File: src/rtl/mul_datapath.sv
// Repeated-addition multiplier datapath: operand/product registers,
// completion flag, sticky overflow and strobe-protocol checker.
module mul_datapath #(
    parameter int W  = 8,
    parameter int PW = 2 * W
) (
    input  logic          clk,
    input  logic          rst,
    input  logic          lda,
    input  logic          ldb,
    input  logic          decb,
    input  logic [W-1:0]  data_in,
    output logic          eq,
    output logic [PW-1:0] product,
    output logic          valid,
    output logic          ovf,
    output logic          err
);

    typedef enum logic [1:0] {
        S_IDLE,
        S_HAVE_A,
        S_RUN,
        S_DONE
    } state_t;

    localparam logic [W-1:0] ONE = W'(1);

    state_t        state_q, state_d;
    logic [W-1:0]  a_q, a_d;
    logic [W-1:0]  b_q, b_d;
    logic [PW-1:0] p_q, p_d;
    logic          ovf_q, ovf_d;
    logic          err_q, err_d;
    logic [PW:0]   sum;

    // Extra top bit of sum is the carry out of the product register.
    assign sum = {1'b0, p_q} + {{(PW + 1 - W){1'b0}}, a_q};

    always_ff @(posedge clk or posedge rst) begin
        if (rst) begin
            state_q <= S_IDLE;
            a_q     <= '0;
            b_q     <= '0;
            p_q     <= '0;
            ovf_q   <= 1'b0;
            err_q   <= 1'b0;
        end else begin
            state_q <= state_d;
            a_q     <= a_d;
            b_q     <= b_d;
            p_q     <= p_d;
            ovf_q   <= ovf_d;
            err_q   <= err_d;
        end
    end

    always_comb begin
        state_d = state_q;
        a_d     = a_q;
        b_d     = b_q;
        p_d     = p_q;
        ovf_d   = ovf_q;
        err_d   = err_q;
        if (lda) begin
            a_d     = data_in;
            p_d     = '0;
            ovf_d   = 1'b0;
            state_d = S_HAVE_A;
            if (ldb || decb) begin
                err_d = 1'b1;
            end
        end else begin
            // DONE swallows every trailing strobe silently.
            if (decb && !ldb && state_q != S_DONE) begin
                err_d = 1'b1;
            end
            case (state_q)
                S_IDLE: begin
                    if (ldb || decb) begin
                        err_d = 1'b1;
                    end
                end
                S_HAVE_A: begin
                    if (ldb && !decb) begin
                        b_d     = data_in;
                        state_d = S_RUN;
                    end else if (ldb && decb) begin
                        err_d = 1'b1;
                    end
                end
                S_RUN: begin
                    if (ldb && decb) begin
                        if (b_q != '0) begin
                            p_d = sum[PW-1:0];
                            b_d = b_q - ONE;
                            if (sum[PW]) begin
                                ovf_d = 1'b1;
                            end
                            if (b_q == ONE) begin
                                state_d = S_DONE;
                            end
                        end else begin
                            state_d = S_DONE;
                        end
                    end else if (ldb) begin
                        b_d = data_in;
                    end
                end
                S_DONE: begin
                    state_d = S_DONE;
                end
                default: begin
                    state_d = S_IDLE;
                end
            endcase
        end
    end

    assign eq      = (b_q == '0);
    assign product = p_q;
    assign valid   = (state_q == S_DONE);
    assign ovf     = ovf_q;
    assign err     = err_q;

endmodule
File: config.mk
export PLATFORM = sky130hd
export DESIGN_NAME = mul_datapath
export DESIGN_NICKNAME = d
export VERILOG_FILES = /design/src/rtl/mul_datapath.sv
export SDC_FILE = /design/constraint.sdc
export NUM_CORES = 1
export LEC_CHECK = 0
export CAP_MARGIN = 20
export CELL_PAD_IN_SITES_DETAIL_PLACEMENT = 0
export CELL_PAD_IN_SITES_GLOBAL_PLACEMENT = 1
export CORE_MARGIN = 2
export CORE_UTILIZATION = 44
export DETAILED_ROUTE_END_ITERATION = 6
export HOLD_SLACK_MARGIN = 0.15
export PLACE_DENSITY_LB_ADDON = 0.1
export SYNTH_ARGS = -nofsm -noshare
export SYNTH_HDL_FRONTEND = slang
export SYNTH_SLANG_ARGS = --single-unit
File: constraint.sdc
create_clock -name clk -period 6.2 [get_ports clk]
set_input_delay 0.93 -clock clk [delete_from_list [all_inputs] [get_ports clk]]
set_output_delay 0.93 -clock clk [all_outputs]
set_load 0.1 [all_outputs]
==> results of run 1 <==
## worst reg2reg max path: stages (launching register included)
cell and delay [ns]:
dfrtp_1 0.42, inv_1 0.10, ha_1 0.23, nand3_2 0.40, a31oi_1 0.37, nor2_1 0.06
buf_4 0.21, nor4_1 0.32, mux2_1 0.35
## path summary, 6_finish.rpt
check | startpoint | cells past startpoint | end | slack [ns]
setup reg to reg | state_q[0]$_DFFE_PP0P_ | 8 | product[15]$_DFFE_PP0P_ | 3.63
hold / removal | err$_DFFE_PP0P_ | 1 | err$_DFFE_PP0P_ | 0.47
min in group asynchronous | rst | 3 | a_q[2]$_DFFE_PP0P_ | 1.04
max in group asynchronous | rst | 3 | product[12]$_DFFE_PP0P_ | 4.84
hold reg to reg | err$_DFFE_PP0P_ | 1 | err$_DFFE_PP0P_ | 0.47
setup / recovery | b_q[4]$_DFFE_PP0P_ | 3 | eq | 2.76
## cells by family after synthesis
| kind of cell | Yosys count |
|---|---|
| adders and majority gates | 16 |
| AOI/OAI and AO/OA | 71 |
| buffers and inverters | 24 |
| DFF | 36 |
| and+or+nand+nor | 70 |
| muxes | 11 |
| xor gates and xnor gates | 3 |
## metrics by stage
| stage | instances | setup slack [ns] | hold WS (ns) |
|---|---|---|---|
| final | 334 | 2.76 | 0.467 |
| after global routing | 334 | 2.64 | 0.491 |
| after CTS | 334 | 2.75 | 0.473 |
| after detailed placement | 326 | 2.86 | 0.456 |
| after global placement | 326 | 2.92 | 0.455 |
| after floorplan | 231 | 3.37 | 0.485 |
## cell type report
cell class	count	area share, %
inverters	16	2.24
well taps	67	3.13
clock inverters	2	0.374
flip-flops and latches	36	33.7
clock buffers	6	3.09
repair buffers	36	13.1
multi-input cells	171	44.4
## routing by layer
layer  GRT usage [%]  wire, microns  up-vias
li1                -              -      909
met1            28.3           2400      840
met2            29.2           2160       23
met3            4.47            122        4
met4            6.55             36        0
met5               0              0        -
## synthesized netlist by cell type, types with 4 or more instances
library cell	number
inv_1	16
nor4_1	7
o21ai_0	11
a21oi_1	20
nand2_1	14
dfrtp_1	36
clkbuf_1	5
nor2_1	19
or4_1	4
a22o_1	5
mux2_2	7
or3_1	4
nor3_1	7
o21ai_1	13
ha_1	15
## power groups by stage
stage | registers [W] | clock network [W] | logic (W)
after floorplan | 0.000319 | 0 | 0.000195
after global placement | 0.000317 | 0 | 0.000263
after detailed placement | 0.000316 | 0 | 0.000264
after CTS | 0.000312 | 0.000183 | 0.000266
after global routing | 0.000319 | 0.000194 | 0.000296
final | 0.000312 | 0.000177 | 0.000264
## sequential cells by signal (all words and copies together) (netlist names)
signal   count
product     16
state_q      2
b_q          8
ovf          1
err          1
a_q          8
==> results.cfg, run 1 <==
[clock_tree]
htreeDepth = 2
root_buffer = clkbuf_8
path_clk_slew_ns = 0.07
cts_hold_buf = 0
cts_tree = yes
insertion_delay_ns = 0.29
numClockSinks = 36
cts_buffers = 5
cts_buffer_depth = 2
post_cts.repair.setup_buffers = 0
cts.repair.resized = 0

[timing]
hold_violations = 0
setup_viol_count_final = 0
relSlewSlack_pct = 35.0
drv_slew = 0
worst_slew_pin_slew_ns = 0.972
max_freq_mhz = 290
min_period_ns = 3.44
rsz0062_at_grt = false
final.setup_skew_ns = 0.00311
final.setup.tns_ns = 0
finalCritPeriodShare_pct = 55.6

[floorplanning]
coreArea_sq_mm = 0.00475
core.rowCount = 25
die-height_microns = 74.4
initial_core_util_pct = 45.9
die_x_microns = 74.4
io_pins = 33
dieArea_sq_mm = 0.00554

[final_layout]
design_area_sq_mm = 0.00268
drive_above_1_share_pct = 10.5
most-common-layout-cells = dfrtp_1 (36), clkdlybuf4s50_1 (32), a21oi_1 (20), nor2_1 (19), inv_1 (16)
num-nets-final = 295
ff_latch_area_sq_um = 901
areaGrowthSynthToFinish_pct = 22.6
multi_input_area_sq_mm = 0.00119
final_common_cell = dfrtp_1
fillers = 469
fin_util_pct = 56.3
diodes = 0

[routing]
drt-wirelength-per-cell_microns = 14.1
drtIter0Drc = 108
drt-pass1-iter-count = 4
via_count = 1776
drc = 0
ant_nets = 0
viasPerCell = 5.32
drt_wl_total_microns = 4720

[place]
dpl.hpwl_microns = 3310
placedInstanceArea_sq_mm = 0.00258
gp_congestion = 0.719
portBuffers = 32

[logic_synthesis]
yosys-top-cells-area = dfrtp_1 (41%), ha_1 (8.6%), a21oi_1 (4.6%)
synth_top_area_share_pct = 41.3
postSynthNetCount = 260
muxShareOfSynthArea_pct = 5.62
yosysUniqueCellTypes = 45
yosysTopAreaCell = dfrtp_1
synth-compound-area-share_pct = 21.3
async_reset_ff_share_pct = 100
synth-edff-count = 0
synthAdderAreaFrac_pct = 9.51
synth_area_sq_mm = 0.00218
synthXorXnorAreaFrac_pct = 1.20
synth_area_per_cell_sq_um = 9.45
seq_area_frac_synth_pct = 41.3
synth_top_family_by_area = compound AO/OA/AOI/OAI gates
ys.warnings.count = 0
synth_ff_type = dfrtp_1
synth_cells = 231
ys_seq_elements = 36
yosys.area_share.simple_pct = 16.8

[worst_setup_path]
crit_buf_inv = 1
cp.required_ns = 5.27
end_kind = output pin
crit_arrival_ns = 2.51
cpPeakStageDelay_ns = 1.16
cp_top_family = buffers and inverters
crit_chain = nor3_2 > and3_1 > clkdlybuf4s50_1
path_max_fanout = 7
cp_slowest_cell = clkdlybuf4s50_1
crit_type = reg -> out
startpoint_type = register

[hold_path]
hp-class = reg -> reg

[power]
pwr-share-seq_pct = 41.4
fin_total_pwr_w = 0.000753
ir_drop_v = 0.000194
netSwitchingPower_w = 0.000296
p_per_area_mw_per_mm2 = 281
power_frac_clock_pct = 23.6
swShare_pct = 39.3
internal_power_w = 0.000457
p_leak_nw = 1.17
pwr-share-comb_pct = 35.1

[global_route]
antenna_found_initial = 0
grt_overflow = 0
grt_pass1_wl_microns = 8280
grt_start_max_net_pins = 37
grt_pass1_vias = 1710
track_usage_pct = 19.7

[flow_run]
cap_violations = 0

[status]
status = complete, no violations
Power figures use the tool's default switching activity.
==> run 2: changes to the inputs <==
CORE_UTILIZATION = 41   (was 44)
clock period = 3.41 ns   (was 6.2 ns; I/O delays follow)
==> run 2 against run 1 <==
Sequential power grew 82%. Sequential share of layout area about the same. Sequential cell count did not move. Clock power rose by 80%. Critical path type unchanged. Global-route usage down 2.3 points. Core utilization fell by 3.8 points. Largest power group unchanged. Setup slack got worse by 1.8 ns. Critical path depth shrank 2. Worst hold slack improved by 0.022 ns. Final cell count up 1.2%. Register-to-register slack worse by 2.5 ns.
==> results.cfg, run 2 (synthesis results as in run 1) <==
[status]
status = complete, no violations

[final_layout]
final_common_cell = dfrtp_1
diodes = 0
areaGrowthSynthToFinish_pct = 22.8
num-nets-final = 296
most-common-layout-cells = dfrtp_1 (36), clkdlybuf4s50_1 (30), a21oi_1 (20), nor2_1 (19), inv_1 (16)
fillers = 489
largest_reg_flops = 16
drive_above_1_share_pct = 10.8

[routing]
drt-pass1-iter-count = 4
ant_nets = 0
viasPerCell = 5.30
drc = 0
via_count = 1791
drt-wirelength-per-cell_microns = 13.9
drtIter0Drc = 87
drt_wl_total_microns = 4690

[flow_run]
cap_violations = 0

[floorplanning]
die-height_microns = 77.0
initial_core_util_pct = 42.7
coreArea_sq_mm = 0.00511
dieArea_sq_mm = 0.00593
core.rowCount = 26
io_pins = 33
die_x_microns = 77.0

[power]
fin_total_pwr_w = 0.00137
p_per_area_mw_per_mm2 = 510
ir_drop_v = 0.000323
p_leak_nw = 1.17

[timing]
finalCritPeriodShare_pct = 71.9
worst_slew_pin_slew_ns = 0.968
fin_ws_ns = 0.960
setup_viol_count_final = 0
rsz0062_at_grt = false
min_period_ns = 2.45
final.setup.tns_ns = 0
drv_slew = 0
max_freq_mhz = 408
hold_violations = 0
final.setup_skew_ns = 0.00533
relSlewSlack_pct = 35.3

[worst_setup_path]
crit_type = reg -> out
end_kind = output pin
cp_top_family = buffers and inverters
path_max_fanout = 7
crit_buf_inv = 1
crit_chain = clkdlybuf4s50_1
cp_slowest_cell = clkdlybuf4s50_1
cpPeakStageDelay_ns = 1.18
crit_arrival_ns = 1.94
startpoint_type = register
cp.required_ns = 2.90

[clock_tree]
numClockSinks = 36
insertion_delay_ns = 0.29
path_clk_slew_ns = 0.08
cts_hold_buf = 0
root_buffer = clkbuf_8
cts_buffers = 5
htreeDepth = 2
cts_tree = yes
post_cts.repair.setup_buffers = 0
cts_buffer_depth = 2
cts.repair.resized = 0

[place]
portBuffers = 32
dpl.hpwl_microns = 3390
gp_congestion = 0.773
place_ws_ns = 0.914

[global_route]
grt_pass1_wl_microns = 8310
track_usage_pct = 17.4
grt_overflow = 0
antenna_found_initial = 0
grt_start_max_net_pins = 37
grt_pass1_vias = 1669

[hold_path]
hp-class = reg -> reg
-- run 2: cell types whose count changed in the layout (fill, tap and decap cells not counted) --
cell	previous run	this run
buf_4	4	7
clkdlybuf4s50_1	32	30
clkinv_2	2	0
clkbuf_1	0	2
-- run 2: layer usage --
| layer | wire length (microns) | part of all wire, % | vias to the layer above | track usage [%] |
|---|---|---|---|---|
| met2 | 2090 | 45 | 36 | 26.1 |
| met4 | 72 | 1.5 | 0 | 6.43 |
| met3 | 159 | 3.4 | 8 | 2.71 |
| met5 | 0 | 0 | - | 0 |
| li1 | - | - | 917 | - |
| met1 | 2360 | 50 | 830 | 25.3 |
-- run 2: final timing paths --
kind                                          from                       to  slack (ns)  cells after the start
hold reg to reg                    err$_DFFE_PP0P_          err$_DFFE_PP0P_        0.49                      1
setup reg to reg            product[0]$_DFFE_PP0P_  product[12]$_DFFE_PP0P_        1.09                      8
min in group asynchronous                      rst       b_q[0]$_DFFE_PP0P_        0.63                      3
hold / removal                     err$_DFFE_PP0P_          err$_DFFE_PP0P_        0.49                      1
setup / recovery           product[10]$_DFFE_PP0P_              product[10]        0.96                      1
max in group asynchronous                      rst   product[4]$_DFFE_PP0P_        2.44                      3
-- run 2: area by class of cell --
type / count / area, sq um / area share, %
clock buffers: 8 / 90.1 / 3.36
well taps: 70 / 87.6 / 3.27
multi-input cells: 171 / 1190 / 44.4
repair buffers: 37 / 353 / 13.2
inverters: 16 / 60.1 / 2.24
flip-flops and latches: 36 / 901 / 33.6
-- run 2: metrics by stage --
stage | hold slack [ns] | instance area [sq um] | instances | util (%)
2_1_floorplan | 0.485 | 2180 | 231 | -
3_5_place_dp | 0.473 | 2590 | 330 | 50.7
4_1_cts | 0.489 | 2680 | 338 | 52.5
6_report | 0.489 | 2680 | 338 | 52.5
3_3_place_gp | 0.452 | 2590 | 330 | 50.7
5_1_grt | 0.528 | 2680 | 338 | 52.5
-- run 2: power by group --
| group | leakage [nW] | total [W] | internal (W) | switching (W) |
|---|---|---|---|---|
| Sequential | 0.463 | 0.000568 | 0.000493 | 0.0000758 |
| Combinational | 0.665 | 0.000482 | 0.000177 | 0.000305 |
| Clock | 0.0455 | 0.000318 | 0.000165 | 0.000153 |
==> run 3: changes to the inputs <==
CORE_UTILIZATION = 37   (was 41)
clock period = 2 ns   (was 3.41 ns; I/O delays follow)
==> run 3 against run 2 <==
The run now ends with negative setup slack left. Sequential share of layout area shrank 4.0 points. Non-clock buffer count grew 29. Via count grew 7.5%. First-iteration DRC count fell by 60%. Setup slack worse by 0.98 ns. Final cell count up 9.2%. Die area grew 10%. Combinational power rose by 130%. Largest power group is now combinational cells.
==> results.cfg, run 3 (synthesis results as in run 1) <==
[clock_tree]
path_clk_slew_ns = 0.08
cts_hold_buf = 0
htreeDepth = 2
cts_tree = yes
insertion_delay_ns = 0.29
cts_buffers = 5
cts_buffer_depth = 2
root_buffer = clkbuf_8
numClockSinks = 36

[worst_setup_path]
cp.required_ns = 2.17
crit_arrival_ns = 2.19
crit_type = reg -> reg
end_kind = register
startpoint_type = register
path_max_fanout = 5

[floorplanning]
core.rowCount = 27
io_pins = 33
dieArea_sq_mm = 0.00653
die_x_microns = 80.8
initial_core_util_pct = 38.9
coreArea_sq_mm = 0.00561
die-height_microns = 80.8

[final_layout]
largest_reg_flops = 16
final_common_cell = buf_4
finalNonFillerCells = 369
num-nets-final = 325
diodes = 0
drive_above_1_share_pct = 39.1
most-common-layout-cells = buf_4 (49), dfrtp_1 (24), nor2_1 (18), a21oi_1 (17), inv_1 (15)
areaGrowthSynthToFinish_pct = 44.7
design_area_sq_mm = 0.00316

[power]
p_per_area_mw_per_mm2 = 858
internal_power_w = 0.00171
pwr-share-comb_pct = 41.6
pwr-share-seq_pct = 34.5
power_frac_clock_pct = 23.9
p_leak_nw = 1.38
swShare_pct = 36.9
ir_drop_v = 0.000521
netSwitchingPower_w = 0.00100

[routing]
drt-wirelength-per-cell_microns = 14.8
viasPerCell = 5.22
ant_nets = 0
drt_wl_total_microns = 5470
drtIter0Drc = 35
drt-pass1-iter-count = 4
via_count = 1925
drc = 0

[timing]
relSlewSlack_pct = 63.2
min_period_ns = 2.02
rsz0062_at_grt = true
hold_violations = 0
worst_slew_pin_slew_ns = 0.552
fin_ws_ns = -0.0209
max_freq_mhz = 495
finalCritPeriodShare_pct = 101
setup_viol_count_final = 3
drv_slew = 0
final.setup_skew_ns = 0.0112

[place]
gp_congestion = 0.759
portBuffers = 32
dpl.hpwl_microns = 3960
place_inst = 357
placedInstanceArea_sq_mm = 0.00297

[global_route]
grt_overflow = 0
grt_pass1_wl_microns = 8950
grt_start_max_net_pins = 37
track_usage_pct = 18.0
grt_pass1_vias = 1832
antenna_found_initial = 0

[status]
status = finished with violations
violations = negative setup slack

[flow_run]
cap_violations = 0

[hold_path]
hp-class = in -> async
[run 3: worst paths after layout]
kind / from / end / slack (ns) / depth (start not counted)
max in group asynchronous: rst / product[2]$_DFFE_PP0P_ / 1.19 / 3
max: product[4]$_DFFE_PP0P_ / product[13]$_DFFE_PP0P_ / -0.02 / 7
max reg2reg: product[4]$_DFFE_PP0P_ / product[13]$_DFFE_PP0P_ / -0.02 / 7
min: rst / product[12]$_DFFE_PP0P_ / 0.42 / 3
min reg2reg: err$_DFFE_PP0P_ / err$_DFFE_PP0P_ / 0.47 / 1
min in group clk: err$_DFFE_PP0P_ / err$_DFFE_PP0P_ / 0.47 / 1
[run 3: cell type report]
type	count	area, sq um
fillers	541	2450
clock buffers	6	72.6
repair buffers	66	579
clock inverters	2	35.0
flip-flops and latches	36	936
multi-input cells	171	1390
inverters	16	60.1
well taps	72	90.1
[run 3: worst max-delay path, cell delays in order, from the launching register on]
cell and delay, ns:
dfrtp_4 0.50, ha_4 0.30, nand2_4 0.07, nor3_4 0.19
nor3_2 0.07, buf_4 0.16, nor4_4 0.29, mux2_4 0.32
[run 3: per-layer routing]
| layer | track usage [%] | wire (microns) |
|---|---|---|
| met4 | 4.58 | 57 |
| met2 | 29.3 | 2610 |
| met5 | 0 | 0 |
| met3 | 4.00 | 185 |
| met1 | 24.2 | 2610 |
[run 3: metrics by stage]
step | TNS (ns) | setup slack (ns) | hold slack, ns | utilization, % | total power [W]
floorplan | -0.899 | -0.220 | 0.421 | - | 0.00164
global placement | -0.133 | -0.0434 | 0.458 | 52.9 | 0.00205
detailed placement | -1.04 | -0.123 | 0.460 | 52.9 | 0.00207
CTS | -0.0948 | -0.0262 | 0.437 | 55.5 | 0.00273
global route | -0.467 | -0.0967 | 0.486 | 56.3 | 0.00290
finish | -0.0376 | -0.0209 | 0.424 | 56.3 | 0.00271
[run 3: power by group through the flow]
stage | sequential [W] | combinational [W] | clock [W]
5_1_grt | 0.000950 | 0.00124 | 0.000711
4_1_cts | 0.000936 | 0.00113 | 0.000669
3_5_place_dp | 0.000949 | 0.00112 | 0
2_1_floorplan | 0.00100 | 0.000639 | 0
6_report | 0.000935 | 0.00113 | 0.000647
3_3_place_gp | 0.000948 | 0.00110 | 0
[run 3: timing repair]
item,4_1_cts,5_1_grt
resized for setup,3,9
endpoints found under the setup margin,7,11
pin swaps,7,7
setup buffers,3,1
